==> src/rtl/pid_incremental_if.sv <==
// Error-stage to PID handshake bundle.
// The error stage drives the sample; PID returns the command and status.
interface pid_incremental_if #(
  parameter int ancho = 19
);
  logic                    ListoERROR;
  logic signed [ancho-1:0] Error;
  logic signed [ancho-1:0] U;
  logic                    ListoPID;
  logic                    Busy;

  modport master (
    output ListoERROR, Error,
    input  U, ListoPID, Busy
  );

  modport slave (
    input  ListoERROR, Error,
    output U, ListoPID, Busy
  );
endinterface

==> src/rtl/pid_incremental.sv <==
// Incremental PID: u(k) = sat(u(k-1) + (A0 e0 + A1 e1 + A2 e2) >>> FRAC).
// One shared multiplier, five-state sequence per accepted sample.
module pid_incremental #(
  parameter int ancho = 19,
  parameter int FRAC  = 8,
  parameter int A0    = 256,
  parameter int A1    = -128,
  parameter int A2    = 0,
  parameter int UMAX  = 255,
  parameter int UMIN  = -255
) (
  input  logic             clk,
  input  logic             reset,
  pid_incremental_if.slave bus
);
  localparam int MW = 2 * ancho;
  localparam int AW = MW + 2;

  localparam logic signed [ancho-1:0] C0 = ancho'(A0);
  localparam logic signed [ancho-1:0] C1 = ancho'(A1);
  localparam logic signed [ancho-1:0] C2 = ancho'(A2);
  localparam logic signed [ancho-1:0] UH = ancho'(UMAX);
  localparam logic signed [ancho-1:0] UL = ancho'(UMIN);
  localparam logic signed [AW-1:0]    HI = AW'(UMAX);
  localparam logic signed [AW-1:0]    LO = AW'(UMIN);

  typedef enum logic [2:0] {
    IDLE, MAC0, MAC1, MAC2, SAT
  } state_t;

  state_t                  state;
  logic                    lerr_d;
  logic signed [ancho-1:0] e0, e1, e2;
  logic signed [ancho-1:0] u_prev;
  logic signed [ancho-1:0] mc, me;
  logic signed [ancho-1:0] u_sat;
  logic signed [MW-1:0]    prod;
  logic signed [AW-1:0]    acc;
  logic signed [AW-1:0]    prod_x;
  logic signed [AW-1:0]    u_new;
  logic                    accept;

  assign accept = (state == IDLE) && bus.ListoERROR && !lerr_d;

  always_comb begin
    mc = '0;
    me = '0;
    unique case (state)
      MAC0: begin mc = C0; me = e0; end
      MAC1: begin mc = C1; me = e1; end
      MAC2: begin mc = C2; me = e2; end
      default: ;
    endcase
  end

  assign prod   = MW'(mc) * MW'(me);
  assign prod_x = AW'(prod);
  // Wide sum so the clamp is the only limiting, never a wrap.
  assign u_new  = AW'(u_prev) + (acc >>> FRAC);

  always_comb begin
    u_sat = u_new[ancho-1:0];
    if (u_new > HI)
      u_sat = UH;
    else if (u_new < LO)
      u_sat = UL;
  end

  always_ff @(posedge clk) begin
    if (reset) begin
      state        <= IDLE;
      lerr_d       <= 1'b0;
      e0           <= '0;
      e1           <= '0;
      e2           <= '0;
      u_prev       <= '0;
      acc          <= '0;
      bus.U        <= '0;
      bus.ListoPID <= 1'b0;
      bus.Busy     <= 1'b0;
    end else begin
      lerr_d       <= bus.ListoERROR;
      bus.ListoPID <= 1'b0;
      unique case (state)
        IDLE: begin
          if (accept) begin
            e0       <= bus.Error;
            bus.Busy <= 1'b1;
            state    <= MAC0;
          end
        end
        MAC0: begin
          acc   <= prod_x;
          state <= MAC1;
        end
        MAC1: begin
          acc   <= acc + prod_x;
          state <= MAC2;
        end
        MAC2: begin
          acc   <= acc + prod_x;
          state <= SAT;
        end
        SAT: begin
          // Saturated value feeds back: anti-windup.
          bus.U        <= u_sat;
          u_prev       <= u_sat;
          e2           <= e1;
          e1           <= e0;
          bus.ListoPID <= 1'b1;
          bus.Busy     <= 1'b0;
          state        <= IDLE;
        end
        default: state <= IDLE;
      endcase
    end
  end
endmodule
==> src/flat_wrapper.sv <==
// flat-port wrapper written by rule: the top's interface ports become plain ports
module pid_incremental_flat 
#(
  parameter int ancho = 19,
  parameter int FRAC  = 8,
  parameter int A0    = 256,
  parameter int A1    = -128,
  parameter int A2    = 0,
  parameter int UMAX  = 255,
  parameter int UMIN  = -255
)
  (clk, reset, bus_ListoERROR, bus_Error, bus_U, bus_ListoPID, bus_Busy);
  pid_incremental_if #(.ancho(ancho)) bus_i ();
  input  logic clk;
  input  logic reset;
  input wire logic [$bits(bus_i.ListoERROR)-1:0] bus_ListoERROR;
  input wire logic [$bits(bus_i.Error)-1:0] bus_Error;
  output wire logic [$bits(bus_i.U)-1:0] bus_U;
  output wire logic [$bits(bus_i.ListoPID)-1:0] bus_ListoPID;
  output wire logic [$bits(bus_i.Busy)-1:0] bus_Busy;
  assign bus_i.ListoERROR = bus_ListoERROR;
  assign bus_i.Error = bus_Error;
  assign bus_U = bus_i.U;
  assign bus_ListoPID = bus_i.ListoPID;
  assign bus_Busy = bus_i.Busy;
  pid_incremental #(.ancho(ancho), .FRAC(FRAC), .A0(A0), .A1(A1), .A2(A2), .UMAX(UMAX), .UMIN(UMIN)) u_core (.clk(clk), .reset(reset), .bus(bus_i));
endmodule
==> config.mk <==
export PLATFORM = sky130hd
export DESIGN_NAME = pid_incremental_flat
export DESIGN_NICKNAME = d
export VERILOG_FILES = /design/src/rtl/pid_incremental_if.sv /design/src/rtl/pid_incremental.sv /design/src/flat_wrapper.sv
export SDC_FILE = /design/constraint.sdc
export NUM_CORES = 1
export LEC_CHECK = 0
export ABC_AREA = 1
export BUFFER_PORTS_ARGS = -buffer_cell sky130_fd_sc_hd__buf_2
export CORE_ASPECT_RATIO = 0.9
export CORE_MARGIN = 2
export CORE_UTILIZATION = 45
export DETAILED_ROUTE_END_ITERATION = 8
export SLEW_MARGIN = 20
export SYNTH_ARGS = -nofsm -noshare
export SYNTH_HDL_FRONTEND = slang
export SYNTH_SLANG_ARGS = --single-unit
==> constraint.sdc <==
create_clock -name clk -period 7.8 [get_ports clk]
set_input_delay 1.95 -clock clk [delete_from_list [all_inputs] [get_ports clk]]
set_output_delay 1.95 -clock clk [all_outputs]
set_load 0.03 [all_outputs]
== Word level (Yosys, flattened, before mapping) ==
Cells that the tools add are included.

* Word-level logic and storage cells: 38
* Flip-flop bits (word level): 122
* Output and inout port bits: 21
* Input bits: 22

* Equality and inequality tests: 5
* Reductions and logical operators: 9
* Multiply operators: 1
* Order comparisons: 2
* Multiplexer cells: 10
* Add/subtract/negate cells: 2

{| class="wikitable"
|+ Operators by type and width
! kind !! number
|-
| $pmux 40 s2 || 1
|-
| $pmux 19 s3 || 1
|-
| $add 40x38->40 || 1
|-
| $gt 40x9->1 const B || 1
|-
| $lt 40x9->1 const B || 1
|-
| $mul 19x19->38 || 1
|-
| $mux 19 || 2
|-
| $pmux 19 s2 || 1
|-
| $add 19x32->33 || 1
|-
| $pmux 3 s4 || 1
|-
| $eq 3x2->1 const B || 2
|-
| $reduce_and 2->1 || 2
|-
| $reduce_bool 2->1 || 2
|-
| $eq 3x1->1 const B || 1
|-
| $eq 3x3->1 const B || 1
|-
| $logic_not 3->1 || 1
|-
| $mux 3 || 1
|-
| $logic_and 1x1->1 || 2
|-
| $mux 1 || 2
|-
| $ne 2x1->1 const B || 1
|-
| $pmux 1 s2 || 1
|-
| $reduce_or 2->1 || 1
|-
| $logic_not 1->1 || 1
|}

== Logic depth before layout (Yosys ltp) ==
Gate-level depths: netlist of run 1.

* Depth in word-level cells: 5
* Mapped depth: 50
* Mapped depth without buffers: 50

== Worst setup path before layout of run 1 ==
Ideal clock, no wire load.

* Kind: register to register
* From: register u_core.state[1]
* To: register u_core.acc[39]
* Path buffers: 1
* Clock period less this slack: 8,212 ps
* Stages on the path, launching flop included: 39
* Data required time: 7,691 ps
* Data arrival time: 8,103 ps
* Setup time: 109 ps
* Path slack: -412 ps
* Path through: dfxtp_1 > inv_1 > nor2_1 > inv_1 > nor2_1 > inv_1 > clkbuf_1 > nor2_1 > inv_1 > fa_1 > fa_1 > inv_1 > ha_1 > xnor2_1 > fa_1 > fa_1 > inv_1 > fa_1 > (+3 left out) > nand3_1 > nor4_1 > nand3_1 > nand3_1 > xor2_1 > ha_1 > a21oi_1 > o21ai_0 > a21oi_1 > o21ai_0 > nor2_1 > nand2_1 > nand2_1 > nand3_1 > nand2_1 > nand3_1 > nand2_1 > inv_1

* Word-level cells in the longest chain between the ends: 5
* Elaborated cells on any way between the ends: 10
* Those cells by class: add/sub: 1; mul: 1; eq/ne: 3; mux: 3; reduce/logical: 2

{| class="wikitable"
|+ Ends and longest elaborated chain
! item !! RTL line !! text
|-
| start: declaration || pid_incremental.sv:31 || <nowiki>state_t state;</nowiki>
|-
| start signal: assignment || pid_incremental.sv:71 || <nowiki>state <= IDLE;</nowiki>
|-
| start signal: assignment || pid_incremental.sv:89 || <nowiki>state <= MAC0;</nowiki>
|-
| start signal: assignment || pid_incremental.sv:94 || <nowiki>state <= MAC1;</nowiki>
|-
| $eq 3x2->1 or $eq 3x1->1 (tied branches) || pid_incremental.sv:48, pid_incremental.sv:84 ||
|-
| $pmux 19 s3 or $pmux 19 s2 (tied branches) || pid_incremental.sv:48 || <nowiki>unique case (state)</nowiki>
|-
| $mul 19x19->38 || pid_incremental.sv:56 || <nowiki>assign prod = MW'(mc) * MW'(me);</nowiki>
|-
| $add 40x38->40 || pid_incremental.sv:97, pid_incremental.sv:101 ||
|-
| $pmux 40 s2 || pid_incremental.sv:84 || <nowiki>unique case (state)</nowiki>
|-
| end signal: assignment || pid_incremental.sv:93 || <nowiki>acc <= prod_x;</nowiki>
|-
| end signal: assignment || pid_incremental.sv:97 || <nowiki>acc <= acc + prod_x;</nowiki>
|-
| end signal: assignment || pid_incremental.sv:101 || <nowiki>acc <= acc + prod_x;</nowiki>
|-
| end: declaration || pid_incremental.sv:38 || <nowiki>logic signed [AW-1:0] acc;</nowiki>
|}

Parallel ways exist; a longest one is shown, timed or not.
A chain may end at the register's enable or synchronous reset.

== Worst setup path after layout of run 1 ==
Same ends and word-level chain as after synthesis.

==> qor.txt, run 1 <==
count of different cell masters after synthesis: 45
Port Buf Inserts: 42
FMAX: 130 MHz
simple-gate share of the synthesized area: 25.3%
Synth Area in Compound Gates: 13.4%
WP data arrival: 7.99 ns
Worst-Margin Slew: 0.989 ns
largest net degree at the start of global routing: 39
# Max-Cap Violations: 0
Peak supply drop: 0.118 mV
crit share post-route: 98.8%
design area: 17700 um^2
Die W: 188 um
CP Class: flop to flop
Layout fillers: 2799
slowest stage delay, CP: 0.61 ns
number of flops mapped to enable cells by yosys: 0
H-tree depth: 3
drt drc: 0
Yosys top cell by area: fa_1
final hold violations: 0
sequential area share after synthesis: 14.3%
synthesized cell area: 13700 um^2
most common cell in the netlist: nand2_1
post-route ant nets: 0
routed len/inst: 15.8 um
startpoint types: flop
CP required: 8.08 ns
RSZ-0062 raised after global routing: yes
I/O pins: 43
Adder-Cell Fraction of Synth Area: 31.8%
TritonCTS clock tree: built
Initial DRC Count: 1043
first-pass GRT wire length: 66600 um
Synth Flop Type: dfxtp_1
mux cell area share after synthesis: 0%
layout cells sized above 1: 23.3%
synthesized flop and latch total: 98
xor-xnor portion of the synthesized cell area: 3.32%
vias in the first global route: 12800
Finished Layout Cells: 2686
P_leak: 9.59 nW
hold path depth: 2
critical path endpoint category: flop
Reg clk slew, reported paths: 0.09 ns
fraction of registers with async set or reset after synthesis: 0%
Area Overhead vs Synth: 28.7%
WL final: 42500 um
r2r worst-path depth: 40
vias post-DR: 13700
area of placed instances: 16000 um^2
Syn Nets: 2318
class of the worst hold path: flop to flop
hpwl dp: 34300 um
# setup viols final: 0
yosys warns: 0
synth cell count leaders: 467 x nand2_1, 396 x inv_1, 170 x ha_1
Slowest-stage cell, CP: fa_1
Diodes inserted: 0
CP dominant cell by count: nand2_1
Relative slew margins: 34.0%
Placeable Area: 30000 um^2
largest family of logic cells by synthesized area: adder cells
hold_buf cts: 0
Chip Height: 170 um
RD Place Congestion: 0.955
average via count per standard cell: 5.11
placed cells: 2645
Clk Latency, worst-skew pair: 0.38 ns
Gate Count Post-Synth: 2014
root buffer cell: clkbuf_16
1st-pass router iterations: 5
cts bufs inserted: 9
Crit Path Max Fanout: 6
Pwr Total: 1.69 mW
Yosys top cell area share: 16.3%
Initial Utilization: 45.8%
Synth area leaders: fa_1 16%, ha_1 16%, dfxtp_1 14%
clk buf depth: 2
Slew Viols, Final: 0
status: completed
final setup skew: 0.0247 ns
Syn Area/Cell: 6.81 um^2
Final min period: 7.70 ns
die area: 31900 um^2
Site Rows: 60
GRT overflow: 0
clock sinks: 98
total track usage: 26.2%
initial antenna violation count: 0
Final #Nets: 2582
pwr dens: 96.0 nW/um^2
-- worst paths after layout --
| check | start | end | slack [ns] |
|---|---|---|---|
| max | u_core.state[1] | u_core.acc[39] | 0.1 |
| min | u_core.bus.Busy | u_core.bus.Busy | 0.47 |
| max reg2reg | u_core.state[1] | u_core.acc[39] | 0.1 |
| min reg2reg | u_core.bus.Busy | u_core.bus.Busy | 0.47 |
-- flip-flops by register name (all words and copies together), names as in the netlist, 2 cells and up --
name,flops
u_core.e0,19
u_core.e2,2
u_core.e1,19
u_core.state,3
u_core.acc,33
u_core.bus.U,19
-- cells in the final DEF, fill, tap and decap left out, types with 22 or more instances in the layout --
cell type	netlist	routed
buf_2	1	42
ha_4	0	31
nand3_1	103	100
buf_4	0	233
xor2_1	31	27
o21ai_0	115	94
fa_1	112	105
o22ai_1	27	26
nor2_2	8	22
nand2_1	467	447
inv_1	396	375
dfxtp_1	98	95
nor2_1	162	132
ha_1	170	136
nand2_2	14	29
a21oi_1	121	94
-- cell type report --
| class | count | area (um^2) | share of cell area [%] |
|---|---|---|---|
| clock buffer | 10 | 239 | 1.35 |
| tap | 403 | 504 | 2.86 |
| sequential | 98 | 1970 | 11.1 |
| multi-input combinational | 1482 | 11200 | 63.7 |
| clock inverter | 6 | 61.3 | 0.347 |
| timing repair buffer | 287 | 2130 | 12.0 |
| inverter | 400 | 1510 | 8.58 |
-- cell families after synthesis --
kind of cell               Yosys count
buffers and inverters              434
DFF                                 98
xor gates and xnor gates            52
adders and majority gates          282
and+or+nand+nor                    822
AOI/OAI and AO/OA                  326
-- timing repair --
| action | 4_1_cts | 5_1_grt |
|---|---|---|
| buffers inserted | 3 | 21 |
| endpoints found under the setup margin | 15 | 20 |
| pin swaps | 22 | 82 |
| gates cloned | 0 | 1 |
| gates resized for setup | 67 | 186 |
-- per-layer routing --
metal	vias to the layer above	GRT usage, %	part of all wire [%]
li1	6930	-	-
met1	6457	40.6	51
met2	299	38.6	42
met3	34	2.98	5.4
met4	0	5.92	1.4
met5	-	0	0
-- critical path, delay by kind of cell (launching register included) --
family	cells	cell delay [ns]
adders and majority gates	9	3.88
and+or+nand+nor	15	1.57
buffers and inverters	11	1.12
AOI/OAI and AO/OA	4	0.49
DFF	1	0.34
xor gates and xnor gates	1	0.22
-- power by group --
part	leakage, nW	total, mW	internal (mW)	switching (mW)
clock	0.144	0.487	0.234	0.253
sequential	0.800	0.584	0.540	0.0439
combinational	8.65	0.624	0.251	0.373
-- per-stage QoR --
step / TNS (ns) / worst slack (ns) / utilization (%) / hold WS, ns
after floorplan: 0 / 0.0209 / - / 0.445
after global placement: -1.61 / -0.274 / 53.4 / 0.451
after detailed placement: -2.53 / -0.363 / 53.4 / 0.456
after CTS: -0.0189 / -0.0189 / 55.4 / 0.475
after global routing: -1.68 / -0.259 / 58.9 / 0.511
final: 0 / 0.0956 / 58.9 / 0.470
Note: power is estimated with default switching activity, not from simulation.
==> run 2, diff against run 1 <==
--- a/config.mk
+++ b/config.mk
@@ -5,12 +5,12 @@
 export SDC_FILE = /design/constraint.sdc
 export NUM_CORES = 1
 export LEC_CHECK = 0
-export ABC_AREA = 1
 export BUFFER_PORTS_ARGS = -buffer_cell sky130_fd_sc_hd__buf_2
 export CORE_ASPECT_RATIO = 0.9
 export CORE_MARGIN = 2
-export CORE_UTILIZATION = 45
+export CORE_UTILIZATION = 58
 export DETAILED_ROUTE_END_ITERATION = 8
+export PLACE_DENSITY = 0.78
 export SLEW_MARGIN = 20
 export SYNTH_ARGS = -nofsm -noshare
 export SYNTH_HDL_FRONTEND = slang
==> qor.txt, run 2 <==
setup ws final: -0.698 ns (was 0.0956 ns)
initial antenna violation count: 2 (was 0)
synth cell count leaders: 174 x nand2_1, 170 x ha_1, 130 x a21oi_1 (was 467 x nand2_1, 396 x inv_1, 170 x ha_1)
final setup skew: 0.0182 ns (was 0.0247 ns)
RSZ-0062 raised after global routing: yes (unchanged)
count of different cell masters after synthesis: 84 (was 45)
CP required: 8.07 ns (was 8.08 ns)
Total Neg Setup Slack: -6.41 ns (was 0 ns)
hpwl dp: 26700 um (was 34300 um)
synthesized flop and latch total: 97 (was 98)
drt drc: 0 (unchanged)
largest net degree at the start of global routing: 50 (was 39)
commonest non-fill, non-tap cell in the layout: buf_4 (was nand2_1)
Yosys top cell by area: fa_1 (unchanged)
CP Class: flop to flop (unchanged)
Die W: 160 um (was 188 um)
DR WL met2: 18600 um (was 18000 um)
Slowest-stage cell, CP: fa_2 (was fa_1)
failing checks: negative setup slack
# Max-Cap Violations: 0 (unchanged)
critical path endpoint category: flop (unchanged)
Pwr Total: 1.46 mW (was 1.69 mW)
slowest stage delay, CP: 0.57 ns (was 0.61 ns)
P_leak: 8.15 nW (was 9.59 nW)
Area Overhead vs Synth: 24.5% (was 28.7%)
Initial DRC Count: 1203 (was 1043)
Gate Count Post-Synth: 1513 (was 2014)
routed len/inst: 19.4 um (was 15.8 um)
Yosys top cell area share: 17.7% (was 16.3%)
cts bufs inserted: 9 (unchanged)
max layer used: met4 (unchanged)
number of flops mapped to enable cells by yosys: 0 (unchanged)
fraction of registers with async set or reset after synthesis: 0% (unchanged)
final hold violations: 0 (unchanged)
Relative slew margins: 26.7% (was 34.0%)
yosys warns: 0 (unchanged)
clk buf depth: 2 (unchanged)
status: finished, violations left (was completed)
Placeable Area: 21600 um^2 (was 30000 um^2)
RD Place Congestion: 1.03 (was 0.955)
sequential area share after synthesis: 15.3% (was 14.3%)
TritonCTS clock tree: built (unchanged)
class of the worst hold path: flop to flop (unchanged)
Initial Utilization: 58.7% (was 45.8%)
Synth area leaders: fa_1 18%, ha_1 17%, dfxtp_1 15% (was fa_1 16%, ha_1 16%, dfxtp_1 14%)
Reg clk slew, reported paths: 0.07 ns (was 0.09 ns)
Slew Viols, Final: 0 (unchanged)
first-pass GRT wire length: 57200 um (was 66600 um)
clock sinks: 97 (was 98)
Peak supply drop: 0.102 mV (was 0.118 mV)
Syn Area/Cell: 8.37 um^2 (was 6.81 um^2)
most frequent cells in the layout: 194 x buf_4, 168 x nand2_1, 148 x ha_1, 116 x inv_1, 110 x a21oi_1 (was 447 x nand2_1, 375 x inv_1, 233 x buf_4, 136 x ha_1, 132 x nor2_1)
Worst-Margin Slew: 1.10 ns (was 0.989 ns)
post-route ant nets: 0 (unchanged)
WL met3: 3050 um (was 2280 um)
FMAX: 118 MHz (was 130 MHz)
Final #Nets: 2021 (was 2582)
WP data arrival: 8.77 ns (was 7.99 ns)
pwr dens: 92.4 nW/um^2 (was 96.0 nW/um^2)
max reg flops: 33 (unchanged)
# setup viols final: 14 (was 0)
root buffer cell: clkbuf_16 (unchanged)
most common cell in the netlist: nand2_1 (unchanged)
average via count per standard cell: 6.29 (was 5.11)
CP dominant cell by count: fa_1 (was nand2_1)
die area: 23000 um^2 (was 31900 um^2)
Synth Flop Type: dfxtp_1 (unchanged)
layout cells sized above 1: 24.6% (was 23.3%)
Chip Height: 144 um (was 170 um)
GRT overflow: 0 (unchanged)
crit share post-route: 109% (was 98.8%)
I/O pins: 43 (unchanged)
Final min period: 8.50 ns (was 7.70 ns)
Clk Latency, worst-skew pair: 0.37 ns (was 0.38 ns)
WL final: 39200 um (was 42500 um)
synthesized cell area: 12700 um^2 (was 13700 um^2)
vias in the first global route: 11700 (was 12800)
met1 wire length: 15700 um (was 21600 um)
Crit Path Max Fanout: 6 (unchanged)
largest register by flop count: u_core.acc (unchanged)
vias post-DR: 12700 (was 13700)
total track usage: 30.6% (was 26.2%)
Site Rows: 51 (was 60)
1st-pass router iterations: 6 (was 5)
Port Buf Inserts: 42 (unchanged)
Syn Nets: 1817 (was 2318)
startpoint types: flop (unchanged)
H-tree depth: 3 (unchanged)
run 2: metrics by stage:
| step | instance area, um^2 | hold WS (ns) | std cells | setup slack (ns) | utilization [%] |
|---|---|---|---|---|---|
| after floorplan | 12800 | 0.428 | 1513 | -0.369 | - |
| after global placement | 14400 | 0.439 | 1951 | -0.328 | 66.6 |
| after detailed placement | 14400 | 0.446 | 1951 | -0.636 | 66.6 |
| after CTS | 15200 | 0.457 | 2001 | -0.528 | 70.3 |
| after global routing | 15800 | 0.485 | 2013 | -0.896 | 73.1 |
| final | 15800 | 0.455 | 2014 | -0.698 | 73.1 |
run 2: cell type report:
cell class                 instances  area [um^2]
fill                            1450         5790
sequential                        97         1940
multi-input combinational       1236        10900
timing repair buffer             245         1790
tap                              291          364
antenna                            2         5.00
clock inverter                     5         81.3
clock buffer                      10          229
inverter                         128          488
run 2: metal layers:
metal  GRT usage, %  up-vias
met2           51.0      622
li1               -     5800
met5              0        -
met3           5.82      154
met4           11.9        0
met1           39.8     6092
run 2: critical path, delay by kind of cell, from the launching register on:
family	cells	cell delay [ns]
flip-flops	1	0.34
XOR/XNOR	2	0.25
buffers and inverters	7	0.82
AND/OR/NAND/NOR	7	1.42
AO/OA/AOI/OAI	11	1.63
adder cells (fa/ha/maj)	9	3.92
run 2: final timing paths:
path	from	to	slack, ns	cells after the start
setup / recovery	u_core.state[2]	u_core.acc[36]	-0.70	36
hold / removal	u_core.e1[17]	u_core.e1[17]	0.46	2
setup reg to reg	u_core.state[2]	u_core.acc[36]	-0.70	36
hold reg to reg	u_core.e1[17]	u_core.e1[17]	0.46	2
run 2: what timing repair did:
item | CTS | global route
hold buffers | 0 | 0
pin swaps | 63 | 93
endpoints found under the setup margin | 16 | 19
setup buffers | 35 | 11
gates resized for setup | 58 | 90
run 2: cell families (layout without fill, tap and decap cells):
kind of cell / count (synthesis) / after routing / share of synthesized area, %
mux: 4 / 4 / 0.346
flops: 97 / 97 / 15.3
other cells: 0 / 2 / 0
simple gates: 462 / 462 / 17.4
fa+ha+maj: 282 / 282 / 34.5
xor+xnor: 74 / 74 / 5.12
buf+inv: 180 / 388 / 5.46
compound gates: 414 / 414 / 21.8
run 2: where the power goes:
group / switching, mW / internal (mW) / total [mW]
sequential: 0.0315 / 0.521 / 0.553
combinational: 0.245 / 0.166 / 0.411
clock: 0.215 / 0.280 / 0.495
total: 0.491 / 0.967 / 1.46
